**src/rtl/voting_panel_ctrl.sv**
```systemverilog
// voting_panel_ctrl
// Front-panel controller for the voting machine. Raw asynchronous candidate
// buttons are synchronised, debounced and edge-detected, then an FSM accepts
// exactly one vote per press-and-release cycle. It also keeps saturating
// per-candidate counters, tracks the leader and drives a selectable display
// bus.
module voting_panel_ctrl #(
   parameter int N_CAND       = 4,
   parameter int CNT_W        = 8,
   parameter int DEBOUNCE_CYC = 16,
   parameter int FLASH_CYC    = 8
) (
   input  logic                    clk,
   input  logic                    rst,
   input  logic                    enable,
   input  logic                    admin_mode,
   input  logic                    clear_cnt,
   input  logic [N_CAND-1:0]       btn,
   input  logic [2:0]              sel,
   output logic [N_CAND*CNT_W-1:0] count_bus,
   output logic [CNT_W-1:0]        disp,
   output logic                    valid_vote,
   output logic                    invalid_vote,
   output logic [2:0]              winner,
   output logic                    tie,
   output logic                    overflow,
   output logic                    vote_flash,
   output logic [1:0]              state_out
);

   localparam logic [1:0] S_IDLE   = 2'd0;
   localparam logic [1:0] S_ARMED  = 2'd1;
   localparam logic [1:0] S_LOCKED = 2'd2;
   localparam logic [1:0] S_ADMIN  = 2'd3;

   localparam int DB_W = $clog2(DEBOUNCE_CYC + 1);
   localparam int FL_W = $clog2(FLASH_CYC + 2);

   // Counter increment that sticks at the all-ones value.
   function automatic logic [CNT_W-1:0] sat_inc(input logic [CNT_W-1:0] v);
      return (&v) ? v : v + 1'b1;
   endfunction

   // Status word {overflow, tie, state, winner}, zero-padded or truncated
   // to the display width.
   function automatic logic [CNT_W-1:0] fit_status(input logic [6:0] s);
      return CNT_W'(s);
   endfunction

   logic [1:0]        state, state_nxt;
   logic [N_CAND-1:0] btn_sync_p0, btn_sync_p1;
   logic [N_CAND-1:0] btn_deb_p2, btn_deb_p3;
   logic [DB_W-1:0]   db_cnt [N_CAND];
   logic [N_CAND-1:0] press;
   logic [2:0]        n_press;
   logic              others_high;
   logic              accept, reject;
   logic [CNT_W-1:0]  cnt [N_CAND];
   logic [CNT_W-1:0]  lead_max;
   logic [2:0]        lead_idx;
   logic [2:0]        n_max;
   logic [FL_W-1:0]   fl_cnt;

   // ---- stage p0/p1: two-flop synchroniser on the raw pins ----
   // Bring the asynchronous buttons into the clk domain.
   always_ff @(posedge clk or posedge rst) begin
      if (rst) begin
         btn_sync_p0 <= '0;
         btn_sync_p1 <= '0;
      end else begin
         btn_sync_p0 <= btn;
         btn_sync_p1 <= btn_sync_p0;
      end
   end

   // ---- stage p2: debounced level, p3: its previous value ----
   // Flip the debounced level only after DEBOUNCE_CYC consecutive mismatches.
   always_ff @(posedge clk or posedge rst) begin
      if (rst) begin
         btn_deb_p2 <= '0;
         btn_deb_p3 <= '0;
         for (int i = 0; i < N_CAND; i++) db_cnt[i] <= '0;
      end else begin
         btn_deb_p3 <= btn_deb_p2;
         for (int i = 0; i < N_CAND; i++) begin
            if (btn_sync_p1[i] != btn_deb_p2[i]) begin
               if (db_cnt[i] == DB_W'(DEBOUNCE_CYC - 1)) begin
                  btn_deb_p2[i] <= ~btn_deb_p2[i];
                  db_cnt[i]     <= '0;
               end else begin
                  db_cnt[i] <= db_cnt[i] + 1'b1;
               end
            end else begin
               db_cnt[i] <= '0;
            end
         end
      end
   end

   assign press = btn_deb_p2 & ~btn_deb_p3;

   // Count new presses and detect any other button already held down.
   always_comb begin
      n_press = '0;
      for (int i = 0; i < N_CAND; i++) n_press = n_press + 3'(press[i]);
      others_high = |(btn_deb_p2 & ~press);
   end

   // A vote is judged only in ARMED; admin and disable take priority.
   assign accept = (state == S_ARMED) && enable && !admin_mode &&
                   (n_press == 3'd1) && !others_high;
   assign reject = (state == S_ARMED) && enable && !admin_mode &&
                   (press != '0) && ((n_press > 3'd1) || others_high);

   // Next-state selection with admin over disable over normal flow.
   always_comb begin
      state_nxt = state;
      if (admin_mode) begin
         state_nxt = S_ADMIN;
      end else if (!enable) begin
         state_nxt = S_IDLE;
      end else begin
         case (state)
            S_IDLE:   state_nxt = S_ARMED;
            S_ARMED:  if (accept || reject) state_nxt = S_LOCKED;
            S_LOCKED: if (btn_deb_p2 == '0) state_nxt = S_ARMED;
            S_ADMIN:  state_nxt = S_IDLE;
            default:  state_nxt = S_IDLE;
         endcase
      end
   end

   // ---- decision stage: state, pulses and counters share one edge ----
   // Register FSM state and the one-cycle accept/reject pulses.
   always_ff @(posedge clk or posedge rst) begin
      if (rst) begin
         state        <= S_IDLE;
         valid_vote   <= 1'b0;
         invalid_vote <= 1'b0;
      end else begin
         state        <= state_nxt;
         valid_vote   <= accept;
         invalid_vote <= reject;
      end
   end

   // Saturating vote counters with sticky overflow and admin clear.
   always_ff @(posedge clk or posedge rst) begin
      if (rst) begin
         for (int i = 0; i < N_CAND; i++) cnt[i] <= '0;
         overflow <= 1'b0;
      end else if ((state == S_ADMIN) && clear_cnt) begin
         for (int i = 0; i < N_CAND; i++) cnt[i] <= '0;
         overflow <= 1'b0;
      end else if (accept) begin
         for (int i = 0; i < N_CAND; i++) begin
            if (press[i]) begin
               cnt[i] <= sat_inc(cnt[i]);
               if (&cnt[i]) overflow <= 1'b1;
            end
         end
      end
   end

   // Find the maximum count, its lowest index and how many share it.
   always_comb begin
      lead_max = cnt[0];
      lead_idx = '0;
      for (int i = 1; i < N_CAND; i++) begin
         if (cnt[i] > lead_max) begin
            lead_max = cnt[i];
            lead_idx = 3'(i);
         end
      end
      n_max = '0;
      for (int i = 0; i < N_CAND; i++) begin
         if (cnt[i] == lead_max) n_max = n_max + 3'd1;
      end
   end

   // ---- leader stage: one cycle behind the counters ----
   // Register winner and tie; all-zero counts read as a tie.
   always_ff @(posedge clk or posedge rst) begin
      if (rst) begin
         winner <= '0;
         tie    <= 1'b1;
      end else begin
         winner <= lead_idx;
         tie    <= (n_max > 3'd1) || (lead_max == '0);
      end
   end

   // Stretch each accepted vote into a FLASH_CYC-long indicator.
   always_ff @(posedge clk or posedge rst) begin
      if (rst) begin
         fl_cnt <= '0;
      end else if (accept) begin
         fl_cnt <= FL_W'(FLASH_CYC);
      end else if (fl_cnt != '0) begin
         fl_cnt <= fl_cnt - 1'b1;
      end
   end

   assign vote_flash = (fl_cnt != '0);
   assign state_out  = state;

   // Flatten the counter array onto the output bus.
   always_comb begin
      count_bus = '0;
      for (int i = 0; i < N_CAND; i++) count_bus[i*CNT_W +: CNT_W] = cnt[i];
   end

   // Display mux: a counter, the status word, or zero.
   always_comb begin
      disp = '0;
      for (int i = 0; i < N_CAND; i++) begin
         if (sel == 3'(i)) disp = cnt[i];
      end
      if (sel == 3'(N_CAND)) disp = fit_status({overflow, tie, state, winner});
   end

endmodule

```
**config.mk**
```make
export PLATFORM = sky130hd
export DESIGN_NAME = voting_panel_ctrl
export DESIGN_NICKNAME = d
export VERILOG_FILES = /design/src/rtl/voting_panel_ctrl.sv
export SDC_FILE = /design/constraint.sdc
export NUM_CORES = 1
export LEC_CHECK = 0
export ABC_AREA = 1
export BUFFER_PORTS_ARGS = -buffer_cell sky130_fd_sc_hd__buf_2
export CAP_MARGIN = 40
export CORE_UTILIZATION = 60
export DETAILED_ROUTE_END_ITERATION = 7
export PLACE_DENSITY = 0.78
export SYNTH_ARGS = -nofsm -noshare
export SYNTH_HDL_FRONTEND = slang
export SYNTH_SLANG_ARGS = --single-unit
```
**constraint.sdc**
```tcl
create_clock -name clk -period 13.25 [get_ports clk]
set_input_delay 0 -clock clk [delete_from_list [all_inputs] [get_ports clk]]
set_output_delay 0 -clock clk [all_outputs]
set_load 0.05 [all_outputs]
```
==> impl_table.tex <==
\begin{tabular}{lr}
\hline
Metric & Value \\
\hline
\multicolumn{2}{l}{\textbf{Critical path}} \\
Kind of start point of the critical path & flop \\
Crit-path slowest cell & sky130\_fd\_sc\_hd\_\_dfrtp\_1 \\
CP required & 13.54 ns \\
Worst Path Arrival & roughly 7.6 ns \\
Max Fanout on Critical Path & 15 \\
Slowest Stage Delay on Critical Path & $\sim$0.52 ns \\
Most Frequent Cell on Critical Path & sky130\_fd\_sc\_hd\_\_nand2\_1 \\
Classification of the worst setup path & reg -> reg \\
Kind of end point of the critical path & flop \\
\multicolumn{2}{l}{\textbf{Flow run}} \\
Maxcap violations & 0 \\
\multicolumn{2}{l}{\textbf{Run status}} \\
Run status & finished with violations \\
Failing checks & DRC \\
\multicolumn{2}{l}{\textbf{Clock tree}} \\
Post-cts sizing count & 0 \\
Longest Clk Path Bufs & 2 \\
Root cell of the clock tree & sky130\_fd\_sc\_hd\_\_clkbuf\_8 \\
Clock slew seen by the registers of the worst setup and hold paths & 0.09 ns \\
Number of sinks driven by the clock tree & 80 \\
Clock buffer count from CTS & 9 \\
Clock insertion delay at the later pin of the skew report & around 0.37 ns \\
H-tree level count & 3 \\
CTS Hold Buffers Added & 7 \\
Clock tree from TritonCTS & done \\
Buffer count from post-CTS setup fixing & 0 \\
\multicolumn{2}{l}{\textbf{STA}} \\
Final hold violation count & 0 \\
Min cycle time layout & between 7 and 8 ns \\
Period utilization & $\sim$55\% \\
Number of pins with negative max-slew slack in the final report & 0 \\
Transition time of the tightest slew-check pin & 0.696 ns \\
Final worst clock skew & roughly 0.013 ns \\
Total of endpoints with negative setup slack in the final report & 0 \\
Tightest slew margin relative to the limit & between 50 and 60\% \\
Fmax & roughly 0.14 GHz \\
Unrepaired setup endpoints after global routing & no \\
Setup ws final & between 5 and 6 ns \\
Sum of negative setup slack & 0 ns \\
\multicolumn{2}{l}{\textbf{Floorplanning}} \\
Die height & a little under 100 um \\
Die Outline Area & around 9800 sq um \\
Placement row count & 35 \\
Width of the die & between 90 and 100 um \\
Top Ports & 62 \\
Core region area & between 9000 and 10000 sq um \\
Effective utilization at floorplan & about three fifths \\
\multicolumn{2}{l}{\textbf{Layout}} \\
Share of cells above drive strength 1 & $\sim$14\% \\
Area growth from synthesis to final layout & 12.5\% \\
Number of antenna diodes & 0 \\
\# nets final & between 800 and 900 \\
\multicolumn{2}{l}{\textbf{Power and ir drop}} \\
Leakage power & 3.28 nW \\
Clock network fraction of design power & between 10\% and 20\% \\
Register share of total power & between 20\% and 30\% \\
Switching share of power & 51.4\% \\
Maximum resistive drop on vdd & about 0.09 mV \\
Final total power & between 1 and 1.5 mW \\
Net switching power & between 0.6 and 0.7 mW \\
Comb power frac & 60.2\% \\
Pwr per Cell Area & about 190 nW/um\^{}2 \\
Internal & just under 0.6 mW \\
\multicolumn{2}{l}{\textbf{Global routing}} \\
Global-route wire length before repair & 25.7 mm \\
Vias in the first global route & between 5000 and 6000 \\
GR Overflow Total & 0 \\
Total global-route track usage & between 30 and 40\% \\
Number of antenna violations at the first check in global routing & 0 \\
Met2 Use GR & between 50 and 60\% \\
Layer with the highest usage after global routing & met2 \\
Global-route met1 utilization & 43.3\% \\
Largest net degree at the start of global routing & 52 \\
Global Route met3 Usage & about 5.3\% \\
\multicolumn{2}{l}{\textbf{Place}} \\
Number of buffers inserted by port buffering & 60 \\
Pre-CTS setup slack & $\sim$6.1 ns \\
Placed wire-length estimate & roughly 12 mm \\
Final RePlAce weighted congestion & roughly 1 \\
\multicolumn{2}{l}{\textbf{Synthesis}} \\
\#FFs+latches synth & 80 \\
Fraction of registers with async set or reset after synthesis & 100\% \\
Yosys warnings & 0 \\
Number of distinct library cells after synthesis & 46 \\
Post-synthesis average cell area & approximately 7.4 sq um \\
Most frequently used flop master after synthesis & sky130\_fd\_sc\_hd\_\_dfrtp\_1 \\
Post-synth EDFFs & 0 \\
Fraction of the yosys area taken by sequential cells & 35.4\% \\
Cell count after synthesis & between 700 and 800 \\
Summed instance area of the synthesized netlist & $\sim$5700 sq um \\
Net count after synthesis & around 820 \\
\multicolumn{2}{l}{\textbf{Routing}} \\
Count of vias placed by the detailed router & about 5700 \\
Initial detailed-routing violation count & between 400 and 500 \\
First drt pass iteration count & 8 \\
Vias/cell & 5.92 \\
Residual DRC count & 2 \\
Total detailed-routing wirelength & $\sim$16 mm \\
Routed WL per cell & roughly 17 um \\
Remaining antenna violation count after routing & 0 \\
\multicolumn{2}{l}{\textbf{Worst hold path}} \\
Worst min-delay path class & in -> reg \\
\hline
\end{tabular}
==> final timing paths <==
check	startpoint	end	slack (ns)	cells after the start
min in group asynchronous	rst	db_cnt[17]$_DFF_PP0_	0.26	4
hold reg to reg	btn_sync_p0[2]$_DFF_PP0_	btn_sync_p1[2]$_DFF_PP0_	0.34	0
hold / removal	clear_cnt	count_bus[5]$_DFFE_PP0P_	0.24	5
setup reg to reg	count_bus[2]$_DFFE_PP0P_	tie$_DFF_PP1_	5.95	40
max in group asynchronous	rst	tie$_DFF_PP1_	12.35	5
setup / recovery	count_bus[2]$_DFFE_PP0P_	tie$_DFF_PP1_	5.95	40
==> cell families (layout without fill, tap and decap cells) <==
| logic type | count (synthesis) | in the layout | share of synthesized area [%] |
|---|---|---|---|
| other | 1 | 1 | 0.0662 |
| AND/OR/NAND/NOR | 381 | 381 | 31.8 |
| adder cells (fa/ha/maj) | 39 | 39 | 8.75 |
| AO/OA/AOI/OAI | 117 | 117 | 11.5 |
| buffers and inverters | 130 | 204 | 9.04 |
| XOR/XNOR | 22 | 22 | 3.40 |
| flip-flops | 80 | 80 | 35.4 |
==> cell usage in the layout, fill, tap and decap left out, drive strengths merged, types with 2 or more instances in the layout <==
cell	count
nand2	180
inv	117
nand3	88
dfrtp	79
nor2	66
buf	64
a21oi	49
o21ai	41
ha	38
nor3	20
xor2	17
nand4	17
clkbuf	10
dlygate4sd3	7
o22ai	6
o211ai	6
xnor2	5
a221oi	4
and3	4
clkinv	4
nor4	3
nand3b	2
a22oi	2
==> synthesized netlist by cell type, drive strengths merged (2+ instances only) <==
library cell	number	area [sq um]
a22oi	2	15.0
xor2	17	149
xnor2	5	43.8
nand4	17	121
ha	38	475
nand3b	2	15.0
dfrtp	79	1980
and3	4	25.0
buf	6	46.3
o22ai	6	37.5
nor3	20	110
nor4	3	33.8
o21ai	41	205
a21oi	49	245
a221oi	4	35.0
nor2	66	265
nand3	88	465
clkbuf	7	26.3
nand2	180	758
inv	115	432
o211ai	6	45.0
clkinv	2	7.51
==> power groups by stage <==
stage | Sequential (mW) | Combinational (mW) | Clock [mW]
3_5_place_dp | 0.283 | 0.703 | 0
2_1_floorplan | 0.308 | 0.534 | 0
6_report | 0.279 | 0.721 | 0.198
5_1_grt | 0.281 | 0.793 | 0.210
3_3_place_gp | 0.282 | 0.673 | 0
4_1_cts | 0.278 | 0.707 | 0.201
==> state kept, by name (all words and copies together), names as in the netlist <==
signal	cells
invalid_vote	1
btn_sync_p1	4
state_out	2
btn_sync_p0	4
db_cnt	20
fl_cnt	4
btn_deb_p3	4
winner	2
valid_vote	1
btn_deb_p2	4
overflow	1
tie	1
count_bus	32
==> through the flow <==
step / hold slack (ns) / instance area, sq um / cells / utilization, %
4_1_cts: 0.203 / 6370 / 955 / 69.3
3_5_place_dp: 0.108 / 6090 / 932 / 66.2
2_1_floorplan: 0.0314 / 5660 / 770 / -
5_1_grt: 0.261 / 6370 / 955 / 69.3
3_3_place_gp: 0.110 / 6040 / 930 / 65.7
6_report: 0.243 / 6370 / 955 / 69.3
==> worst max-delay path, delay by kind of cell (launching register included) <==
family                   cells  cell delay (ns)
XOR/XNOR                     2             0.35
AO/OA/AOI/OAI                5             0.89
AND/OR/NAND/NOR             22             3.20
adder cells (fa/ha/maj)      5             1.32
flip-flops                   1             0.52
buffers and inverters        6             0.91
==> cell type report <==
| type | instances | area (sq um) |
|---|---|---|
| clock inverters | 6 | 75.1 |
| clock buffers | 10 | 138 |
| inverters | 117 | 440 |
| well taps | 111 | 139 |
| fillers | 746 | 2830 |
| multi-input cells | 560 | 3150 |
| repair buffers | 71 | 428 |
| flip-flops and latches | 80 | 2000 |
==> routing by layer <==
layer  wire length (um)  vias up
met3               1210       52
li1                   -     2678
met1               6670     2665
met4                531        0
met2               7720      258
met5                  0        -
Power figures use the tool's default switching activity.
